### config.mk
export PLATFORM = sky130hd
export DESIGN_NAME = inst_decode_queue_flat
export DESIGN_NICKNAME = d
export VERILOG_FILES = /design/src/rtl/inst_decode_queue_pkg.sv /design/src/rtl/inst_decode_queue_if.sv /design/src/rtl/inst_decode_queue_chk.sv /design/src/rtl/inst_decode_queue_decode_lane.sv /design/src/rtl/inst_decode_queue.sv /design/src/flat_wrapper.sv
export SDC_FILE = /design/constraint.sdc
export NUM_CORES = 2
export LEC_CHECK = 0
export BUFFER_PORTS_ARGS = -buffer_cell sky130_fd_sc_hd__buf_2
export CAP_MARGIN = 40
export CORE_ASPECT_RATIO = 1.75
export CORE_UTILIZATION = 45
export DETAILED_ROUTE_END_ITERATION = 7
export RECOVER_POWER = 25
export SYNTH_ARGS = -nofsm -noshare
export SYNTH_HDL_FRONTEND = slang
export SYNTH_HIERARCHICAL = 1
export SYNTH_SLANG_ARGS = --single-unit
### constraint.sdc
create_clock -name i_clk -period 29.5 [get_ports i_clk]
set_input_delay 1.475 -clock i_clk [delete_from_list [all_inputs] [get_ports i_clk]]
set_output_delay 1.475 -clock i_clk [all_outputs]
set_load 0.02 [all_outputs]
### src/rtl/inst_decode_queue_pkg.sv
// Shared types and decoder constants for the buffered decode stage.
package inst_decode_queue_pkg;

  typedef logic [31:0] word;

  typedef enum logic [2:0] {
    FMT_R   = 3'd0,
    FMT_I   = 3'd1,
    FMT_S   = 3'd2,
    FMT_B   = 3'd3,
    FMT_U   = 3'd4,
    FMT_J   = 3'd5,
    FMT_BAD = 3'd6
  } fmt_e;

  typedef struct packed {
    logic [6:0] opcode;
    fmt_e       fmt;
    logic [4:0] rd;
    logic [4:0] rs1;
    logic [4:0] rs2;
    logic [2:0] funct3;
    logic [6:0] funct7;
    word        imm;
  } decode_struct;

  typedef struct packed {
    word          pc;
    decode_struct dec;
  } dq_entry_t;

  localparam logic [6:0] OP_LUI    = 7'b0110111;
  localparam logic [6:0] OP_AUIPC  = 7'b0010111;
  localparam logic [6:0] OP_JAL    = 7'b1101111;
  localparam logic [6:0] OP_JALR   = 7'b1100111;
  localparam logic [6:0] OP_BRANCH = 7'b1100011;
  localparam logic [6:0] OP_LOAD   = 7'b0000011;
  localparam logic [6:0] OP_STORE  = 7'b0100011;
  localparam logic [6:0] OP_IMM    = 7'b0010011;
  localparam logic [6:0] OP_REG    = 7'b0110011;

  localparam logic [6:0] F7_BASE   = 7'b0000000;
  localparam logic [6:0] F7_ALT    = 7'b0100000;

endpackage

### src/rtl/inst_decode_queue_if.sv
// Fetch / issue handshake bundle of the decode queue.
interface inst_decode_queue_if
  import inst_decode_queue_pkg::*;
#(
  parameter int FETCH_WIDTH = 2,
  parameter int ISSUE_WIDTH = 2,
  parameter int DEPTH       = 8
) ();

  logic                               i_flush;
  logic [FETCH_WIDTH-1:0]             i_fetch_valid;
  word                                i_fetch_pc;
  word                                i_insts [FETCH_WIDTH];
  logic                               o_fetch_ready;
  logic [ISSUE_WIDTH-1:0]             o_issue_valid;
  word                                o_issue_pc [ISSUE_WIDTH];
  decode_struct                       o_decode_data [ISSUE_WIDTH];
  logic [$clog2(ISSUE_WIDTH+1)-1:0]   i_issue_count;
  logic [$clog2(DEPTH+1)-1:0]         o_count;

  modport master (
    output i_flush, i_fetch_valid, i_fetch_pc, i_insts, i_issue_count,
    input  o_fetch_ready, o_issue_valid, o_issue_pc, o_decode_data, o_count
  );

  modport slave (
    input  i_flush, i_fetch_valid, i_fetch_pc, i_insts, i_issue_count,
    output o_fetch_ready, o_issue_valid, o_issue_pc, o_decode_data, o_count
  );

endinterface

### src/rtl/inst_decode_queue_chk.sv
// Protocol checks on the fetch and issue handshakes of the decode queue.
module inst_decode_queue_chk #(
  parameter int FETCH_WIDTH = 2,
  parameter int ISSUE_WIDTH = 2,
  parameter int DEPTH       = 8
) (
  input logic                             i_clk,
  input logic                             i_rst,
  input logic [FETCH_WIDTH-1:0]           fetch_valid,
  input logic [$clog2(ISSUE_WIDTH+1)-1:0] issue_count,
  input logic [$clog2(DEPTH+1)-1:0]       count
);

  // Valid lanes must form a contiguous run starting at lane 0
  a_contig_valid: assert property (@(posedge i_clk) disable iff (i_rst)
    ((fetch_valid & (fetch_valid + FETCH_WIDTH'(1))) == '0));

  // Dispatch may never consume more entries than are queued
  a_issue_le_count: assert property (@(posedge i_clk) disable iff (i_rst)
    (32'(issue_count) <= 32'(count)));

endmodule

### src/rtl/inst_decode_queue_decode_lane.sv
// Single-lane combinational instruction decoder (raw word -> decode_struct).
module decode_lane
  import inst_decode_queue_pkg::*;
(
  input  word          inst,
  output decode_struct dec
);

  // Extract register fields and build the format-specific immediate
  always_comb begin
    dec        = '0;
    dec.opcode = inst[6:0];
    dec.rd     = inst[11:7];
    dec.funct3 = inst[14:12];
    dec.rs1    = inst[19:15];
    dec.rs2    = inst[24:20];
    dec.funct7 = inst[31:25];
    dec.fmt    = FMT_BAD;
    dec.imm    = 32'h0000_0000;
    case (inst[6:0])
      OP_REG: begin
        if ((inst[31:25] == F7_BASE) || (inst[31:25] == F7_ALT)) begin
          dec.fmt = FMT_R;
        end else begin
          dec.fmt = FMT_BAD;
        end
      end
      OP_IMM, OP_LOAD, OP_JALR: begin
        dec.fmt = FMT_I;
        dec.imm = {{20{inst[31]}}, inst[31:20]};
      end
      OP_STORE: begin
        dec.fmt = FMT_S;
        dec.imm = {{20{inst[31]}}, inst[31:25], inst[11:7]};
      end
      OP_BRANCH: begin
        dec.fmt = FMT_B;
        dec.imm = {{19{inst[31]}}, inst[31], inst[7], inst[30:25], inst[11:8], 1'b0};
      end
      OP_LUI, OP_AUIPC: begin
        dec.fmt = FMT_U;
        dec.imm = {inst[31:12], 12'h000};
      end
      OP_JAL: begin
        dec.fmt = FMT_J;
        dec.imm = {{11{inst[31]}}, inst[31], inst[19:12], inst[20], inst[30:21], 1'b0};
      end
      default: begin
        dec.fmt = FMT_BAD;
        dec.imm = 32'h0000_0000;
      end
    endcase
  end

endmodule

### src/rtl/inst_decode_queue.sv
// N-wide decode stage feeding a circular buffer of decoded instructions.
module inst_decode_queue
  import inst_decode_queue_pkg::*;
#(
  parameter int FETCH_WIDTH = 2,
  parameter int ISSUE_WIDTH = 2,
  parameter int DEPTH       = 8
) (
  input logic                i_clk,
  input logic                i_rst,
  inst_decode_queue_if.slave bus
);

  localparam int PTR_W = $clog2(DEPTH);
  localparam int CNT_W = $clog2(DEPTH + 1);

  logic [PTR_W-1:0]       head_r;
  logic [PTR_W-1:0]       tail_r;
  logic [CNT_W-1:0]       count_r;
  logic [CNT_W-1:0]       count_nxt_s;
  logic [CNT_W-1:0]       enq_n_s;
  logic [CNT_W-1:0]       deq_n_s;
  logic                   ready_s;
  logic                   enq_s;
  logic [FETCH_WIDTH-1:0] wr_en_s;
  logic [PTR_W-1:0]       rd_idx_s;
  decode_struct           dec_s [FETCH_WIDTH];
  dq_entry_t              wr_entry_s [FETCH_WIDTH];
  dq_entry_t              mem_r [DEPTH];

  function automatic logic [CNT_W-1:0] popcount_f(input logic [FETCH_WIDTH-1:0] v);
    logic [CNT_W-1:0] n;
    n = '0;
    for (int k = 0; k < FETCH_WIDTH; k++) begin
      n = n + CNT_W'(v[k]);
    end
    return n;
  endfunction

  for (genvar g = 0; g < FETCH_WIDTH; g++) begin : g_lane
    decode_lane u_dec (
      .inst (bus.i_insts[g]),
      .dec  (dec_s[g])
    );
  end

  // Accept only when a full fetch group fits in the space free at cycle start
  always_comb begin
    ready_s = 1'b0;
    if (i_rst) begin
      ready_s = 1'b0;
    end else begin
      ready_s = (CNT_W'(DEPTH) - count_r) >= CNT_W'(FETCH_WIDTH);
    end
    enq_s       = ready_s && (bus.i_fetch_valid != '0) && !bus.i_flush;
    enq_n_s     = enq_s ? popcount_f(bus.i_fetch_valid) : '0;
    deq_n_s     = CNT_W'(bus.i_issue_count);
    count_nxt_s = count_r + enq_n_s - deq_n_s;
    wr_en_s     = enq_s ? bus.i_fetch_valid : '0;
    for (int k = 0; k < FETCH_WIDTH; k++) begin
      wr_entry_s[k].pc  = bus.i_fetch_pc + (32'(k) * 32'd4);
      wr_entry_s[k].dec = dec_s[k];
    end
    bus.o_fetch_ready = ready_s;
    bus.o_count       = count_r;
  end

  // Head, tail and occupancy; flush empties the queue and beats enq/deq
  always_ff @(posedge i_clk or posedge i_rst) begin
    if (i_rst) begin
      head_r  <= '0;
      tail_r  <= '0;
      count_r <= '0;
    end else if (bus.i_flush) begin
      head_r  <= '0;
      tail_r  <= '0;
      count_r <= '0;
    end else begin
      head_r  <= head_r + PTR_W'(bus.i_issue_count);
      tail_r  <= tail_r + PTR_W'(enq_n_s);
      count_r <= count_nxt_s;
    end
  end

  // Write decoded lanes at the tail; storage is masked by count, never reset
  always_ff @(posedge i_clk) begin
    for (int k = 0; k < FETCH_WIDTH; k++) begin
      if (wr_en_s[k]) begin
        mem_r[tail_r + PTR_W'(k)] <= wr_entry_s[k];
      end
    end
  end

  // Present the oldest entries in program order starting at head
  always_comb begin
    bus.o_issue_valid = '0;
    rd_idx_s          = '0;
    for (int k = 0; k < ISSUE_WIDTH; k++) begin
      rd_idx_s              = head_r + PTR_W'(k);
      bus.o_issue_valid[k]  = (CNT_W'(k) < count_r);
      bus.o_issue_pc[k]     = mem_r[rd_idx_s].pc;
      bus.o_decode_data[k]  = mem_r[rd_idx_s].dec;
    end
  end

  inst_decode_queue_chk #(
    .FETCH_WIDTH (FETCH_WIDTH),
    .ISSUE_WIDTH (ISSUE_WIDTH),
    .DEPTH       (DEPTH)
  ) u_chk (
    .i_clk       (i_clk),
    .i_rst       (i_rst),
    .fetch_valid (bus.i_fetch_valid),
    .issue_count (bus.i_issue_count),
    .count       (count_r)
  );

endmodule

### src/flat_wrapper.sv
// flat-port wrapper written by rule: the top's interface ports become plain ports
module inst_decode_queue_flat import inst_decode_queue_pkg::*;
#(
  parameter int FETCH_WIDTH = 2,
  parameter int ISSUE_WIDTH = 2,
  parameter int DEPTH       = 8
)
  (i_clk, i_rst, bus_i_flush, bus_i_fetch_valid, bus_i_fetch_pc, bus_i_insts, bus_i_issue_count, bus_o_fetch_ready, bus_o_issue_valid, bus_o_issue_pc, bus_o_decode_data, bus_o_count);
  inst_decode_queue_if #(.FETCH_WIDTH(FETCH_WIDTH), .ISSUE_WIDTH(ISSUE_WIDTH), .DEPTH(DEPTH)) bus_i ();
  input logic i_clk;
  input logic i_rst;
  input wire logic [$bits(bus_i.i_flush)-1:0] bus_i_flush;
  input wire logic [$bits(bus_i.i_fetch_valid)-1:0] bus_i_fetch_valid;
  input wire logic [$bits(bus_i.i_fetch_pc)-1:0] bus_i_fetch_pc;
  input wire logic [$bits(bus_i.i_insts)-1:0] bus_i_insts;
  input wire logic [$bits(bus_i.i_issue_count)-1:0] bus_i_issue_count;
  output wire logic [$bits(bus_i.o_fetch_ready)-1:0] bus_o_fetch_ready;
  output wire logic [$bits(bus_i.o_issue_valid)-1:0] bus_o_issue_valid;
  output wire logic [$bits(bus_i.o_issue_pc)-1:0] bus_o_issue_pc;
  output wire logic [$bits(bus_i.o_decode_data)-1:0] bus_o_decode_data;
  output wire logic [$bits(bus_i.o_count)-1:0] bus_o_count;
  assign bus_i.i_flush = bus_i_flush;
  assign bus_i.i_fetch_valid = bus_i_fetch_valid;
  assign bus_i.i_fetch_pc = bus_i_fetch_pc;
  assign bus_i.i_insts = {>>{bus_i_insts}};
  assign bus_i.i_issue_count = bus_i_issue_count;
  assign bus_o_fetch_ready = bus_i.o_fetch_ready;
  assign bus_o_issue_valid = bus_i.o_issue_valid;
  assign bus_o_issue_pc = {>>{bus_i.o_issue_pc}};
  assign bus_o_decode_data = {>>{bus_i.o_decode_data}};
  assign bus_o_count = bus_i.o_count;
  inst_decode_queue #(.FETCH_WIDTH(FETCH_WIDTH), .ISSUE_WIDTH(ISSUE_WIDTH), .DEPTH(DEPTH)) u_core (.i_clk(i_clk), .i_rst(i_rst), .bus(bus_i));
endmodule
==> results by group <==
Setup path
  – Crit path top cell by count: clkbuf_1
  – Crit path arrival time: just under 8 ns
  – CP max stage delay: roughly 2.0 ns
  – R2r setup slk: ~21 ns
  – Crit path max-delay family: buffers and inverters
  – Worst path slowest cell: dfrtp_1
  – Reg2Reg Capture Point: u_core/mem_r[5][22]$_DFFE_PP_
  – Worst reg-to-reg path cell count: 7
  – Worst setup path class: register to output port
  – Critical Path RT: around 28 ns
  – CP Launch Type: register
  – Buf+Inv Stages, Crit Path: 4
  – Worst-path cell chain: clkbuf_1 -> clkbuf_1 -> buf_12 -> mux4_2 -> mux2_2 -> buf_2
  – Reg2reg start: u_core/tail_r[0]$_DFF_PP0_
  – Crit Path Max Fanout: ~130
  – CP endpoint kind: output port

Detailed routing
  – Pre-antenna DRT Iters: 6
  – Drt drc: 0
  – Routed wire length: approximately 170000 um
  – Post-DRT Antenna Nets: 0
  – Via density: a little over 6
  – Routed vias: approximately 35000
  – WL/cell: 29.0 um
  – Initial DRC count: 3470

GRT
  – Vias in the first global route: about 35000
  – Gr usage total: a little under a third
  – GRT Residual Overflow: 0
  – Global-route wire length before repair: 239000 um
  – Pin count of the biggest net entering global routing: around 130
  – Initial antenna violation count: 33

STA
  – Slew headroom: -176%
  – RSZ-0062 raised after global routing: false
  – Final hold vios: 0
  – Fin Setup TNS: 0 ns
  – Final period util: about 31%
  – Min Tclk post-route: 9.17 ns
  – Worst Skew: around 0.027 ns
  – Worst slew pin tran: 4.14 ns
  – Slew Limit Fails: 710
  – Final setup fails: 0
  – FMAX: between 100 and 150 MHz

Yosys
  – Synth area leader: edfxtp_1
  – FFs w/ async S/R, synth: 1.25%
  – Syn avg cell area: ~11 um2
  – Mapped Area: a little under 0.05 mm2
  – Distinct cells, synth: 53
  – EDFF count, synth: 792
  – Cells after Synth: roughly 4300
  – Ys Warns: 6
  – Synth top area share: 48.7%
  – Syn Nets: ~4400
  – Sequential element share of the synthesized area: about half
  – Ys flop type: edfxtp_1
  – Commonest cells post-synth: nand2_1, edfxtp_1, mux4_2
  – Flops & latches, synth: 802
  – Synth area leaders: edfxtp_1, mux4_2, nand2_1
  – Count leader, synth: nand2_1

Run status
  – Outcome: finished with violations
  – Failing checks: capacitance limit, slew limit

Clock network
  – H-tree depth: 3
  – CTS root buf: clkbuf_16
  – CTS tree: yes
  – CTS sink cnt: between 800 and 900
  – Clk pin slew, worst setup/hold paths: 0.07 ns
  – Post-cts sizing count: 0
  – Inserted Clock Buffers: 80
  – CTS Buffer Depth: 3
  – Setup bufs post-CTS: 0
  – Clk_lat worst skew: 0.69 ns
  – Hold_buf cts: 0

Place
  – DP Wirelength: ~100000 um
  – Placer Congestion: approximately 0.9
  – IO Port Bufs: just over 300

Min path
  – Worst Hold End: u_core/tail_r[2]$_DFF_PP0_
  – Hold Startpoint: u_core/tail_r[2]$_DFF_PP0_
  – Worst Hold Class: register to register
  – Hold Path Stages: 2

Floorplanning
  – Initial Utilization: 45.5%
  – Core area: 0.107 mm2
  – Die Y: around 440 um
  – Die width: ~250 um
  – Cell Rows: roughly 160
  – I/O pin total: approximately 310
  – Die area: 0.110 mm2

Finish
  – Final net count: ~4400
  – Layout area overhead: 8.89%
  – Share of cells above drive strength 1: approximately 25%
  – Filler cell count in the final layout: about 9500
  – Final core occ: roughly half

Pwr
  – PwrDens: roughly 60 mW/mm2
  – Worst VDD drop: roughly 0.052 mV
  – Lkg Pwr: 20.0 nW

Run
  – MaxCap Viol Count: 21
cell type report:
class	count	area (um2)	area share, %
timing repair buffer	399	2410	4.54
multi-input combinational	2985	22300	41.9
antenna	11	27.5	0.0518
tap	1368	1710	3.22
clock inverter	35	410	0.772
inverter	19	71.3	0.134
sequential	802	24000	45.2
clock buffer	107	2210	4.15
worst reg2reg max path, delay by kind of cell (launching register included):
kind                       cells  cell delay [ns]
AOI/OAI and AO/OA              1             2.86
adders and majority gates      1             0.31
and+or+nand+nor                2             2.46
buffers and inverters          2             1.36
xor gates and xnor gates       1             0.28
DFF                            1             0.52
sequential cells by signal (all words and copies together), names as in the netlist:
register and flops:
u_core/mem_r 792, u_core/head_r 3, u_core/bus.o_count 4, u_core/tail_r 3
power breakdown:
| group | switching (mW) | leakage, nW | internal (mW) |
|---|---|---|---|
| Combinational | 0.465 | 11.3 | 0.337 |
| Clock | 0.450 | 1.28 | 0.605 |
| Sequential | 0.0253 | 7.46 | 1.28 |
| Total | 0.940 | 20.0 | 2.22 |
routing by layer:
layer / part of all wire, % / track usage, % / vias up
met5: 0.17 / 0 / -
met4: 6.1 / 18.3 / 46
met3: 8.4 / 5.00 / 474
met2: 50 / 51.9 / 1875
met1: 35 / 35.3 / 17522
li1: - / - / 14951
worst max path at each step:
stage                               start                       endpoint  slack, ns  depth (start not counted)
2_1_floorplan        bus_i_fetch_valid[0]   u_core/mem_r[5][0]$_DFFE_PP_      19.52                          5
3_3_place_gp         bus_i_fetch_valid[0]  u_core/mem_r[4][25]$_DFFE_PP_      23.43                          8
3_5_place_dp         bus_i_fetch_valid[0]  u_core/mem_r[4][21]$_DFFE_PP_      23.56                          9
4_1_cts        u_core/head_r[0]$_DFF_PP0_          bus_o_decode_data[17]      23.34                          8
5_1_grt        u_core/head_r[0]$_DFF_PP0_             bus_o_issue_pc[24]      19.64                          6
6_report       u_core/head_r[0]$_DFF_PP0_          bus_o_decode_data[17]      20.33                          6
cell families after synthesis:
kind of cell             Yosys count  synth area share, %
AO/OA/AOI/OAI                     93                 1.37
XOR/XNOR                         233                 4.18
adder cells (fa/ha/maj)           18                0.523
buffers and inverters            525                 5.22
flip-flops                       802                 49.2
multiplexers                     594                 22.8
AND/OR/NAND/NOR                 2047                 16.7
cell usage in the layout (no fill, tap or decap), drive strengths merged, types with 8 or more instances in the layout:
master	n
nand2	1825
edfxtp	792
mux4	396
buf	363
mux2	198
xnor2	164
clkbuf	141
nor2	92
xor2	69
a21o	39
clkinv	22
inv	21
o21ai	18
and2	16
nor4	16
nand4	15
nand3	14
ha	14
a21oi	13
diode	11
nor2b	11
dfrtp	10
bufinv	9
and3	9
nor3	9
a22o	8
per-stage QoR:
stage                     instances  setup WS (ns)  hold WS [ns]  area (um2)  total power, mW
after detailed placement       5573          23.56         0.693       50900             2.14
after floorplan                4312          19.52         0.599       48800             1.88
after global placement         5551          23.43         0.715       50400             2.12
final                          5726          20.33         0.718       53200             3.16
after global routing           5720          19.64         0.790       53200             3.25
after CTS                      5715          23.34         0.715       53500             3.18
Power figures use the tool's default switching activity.
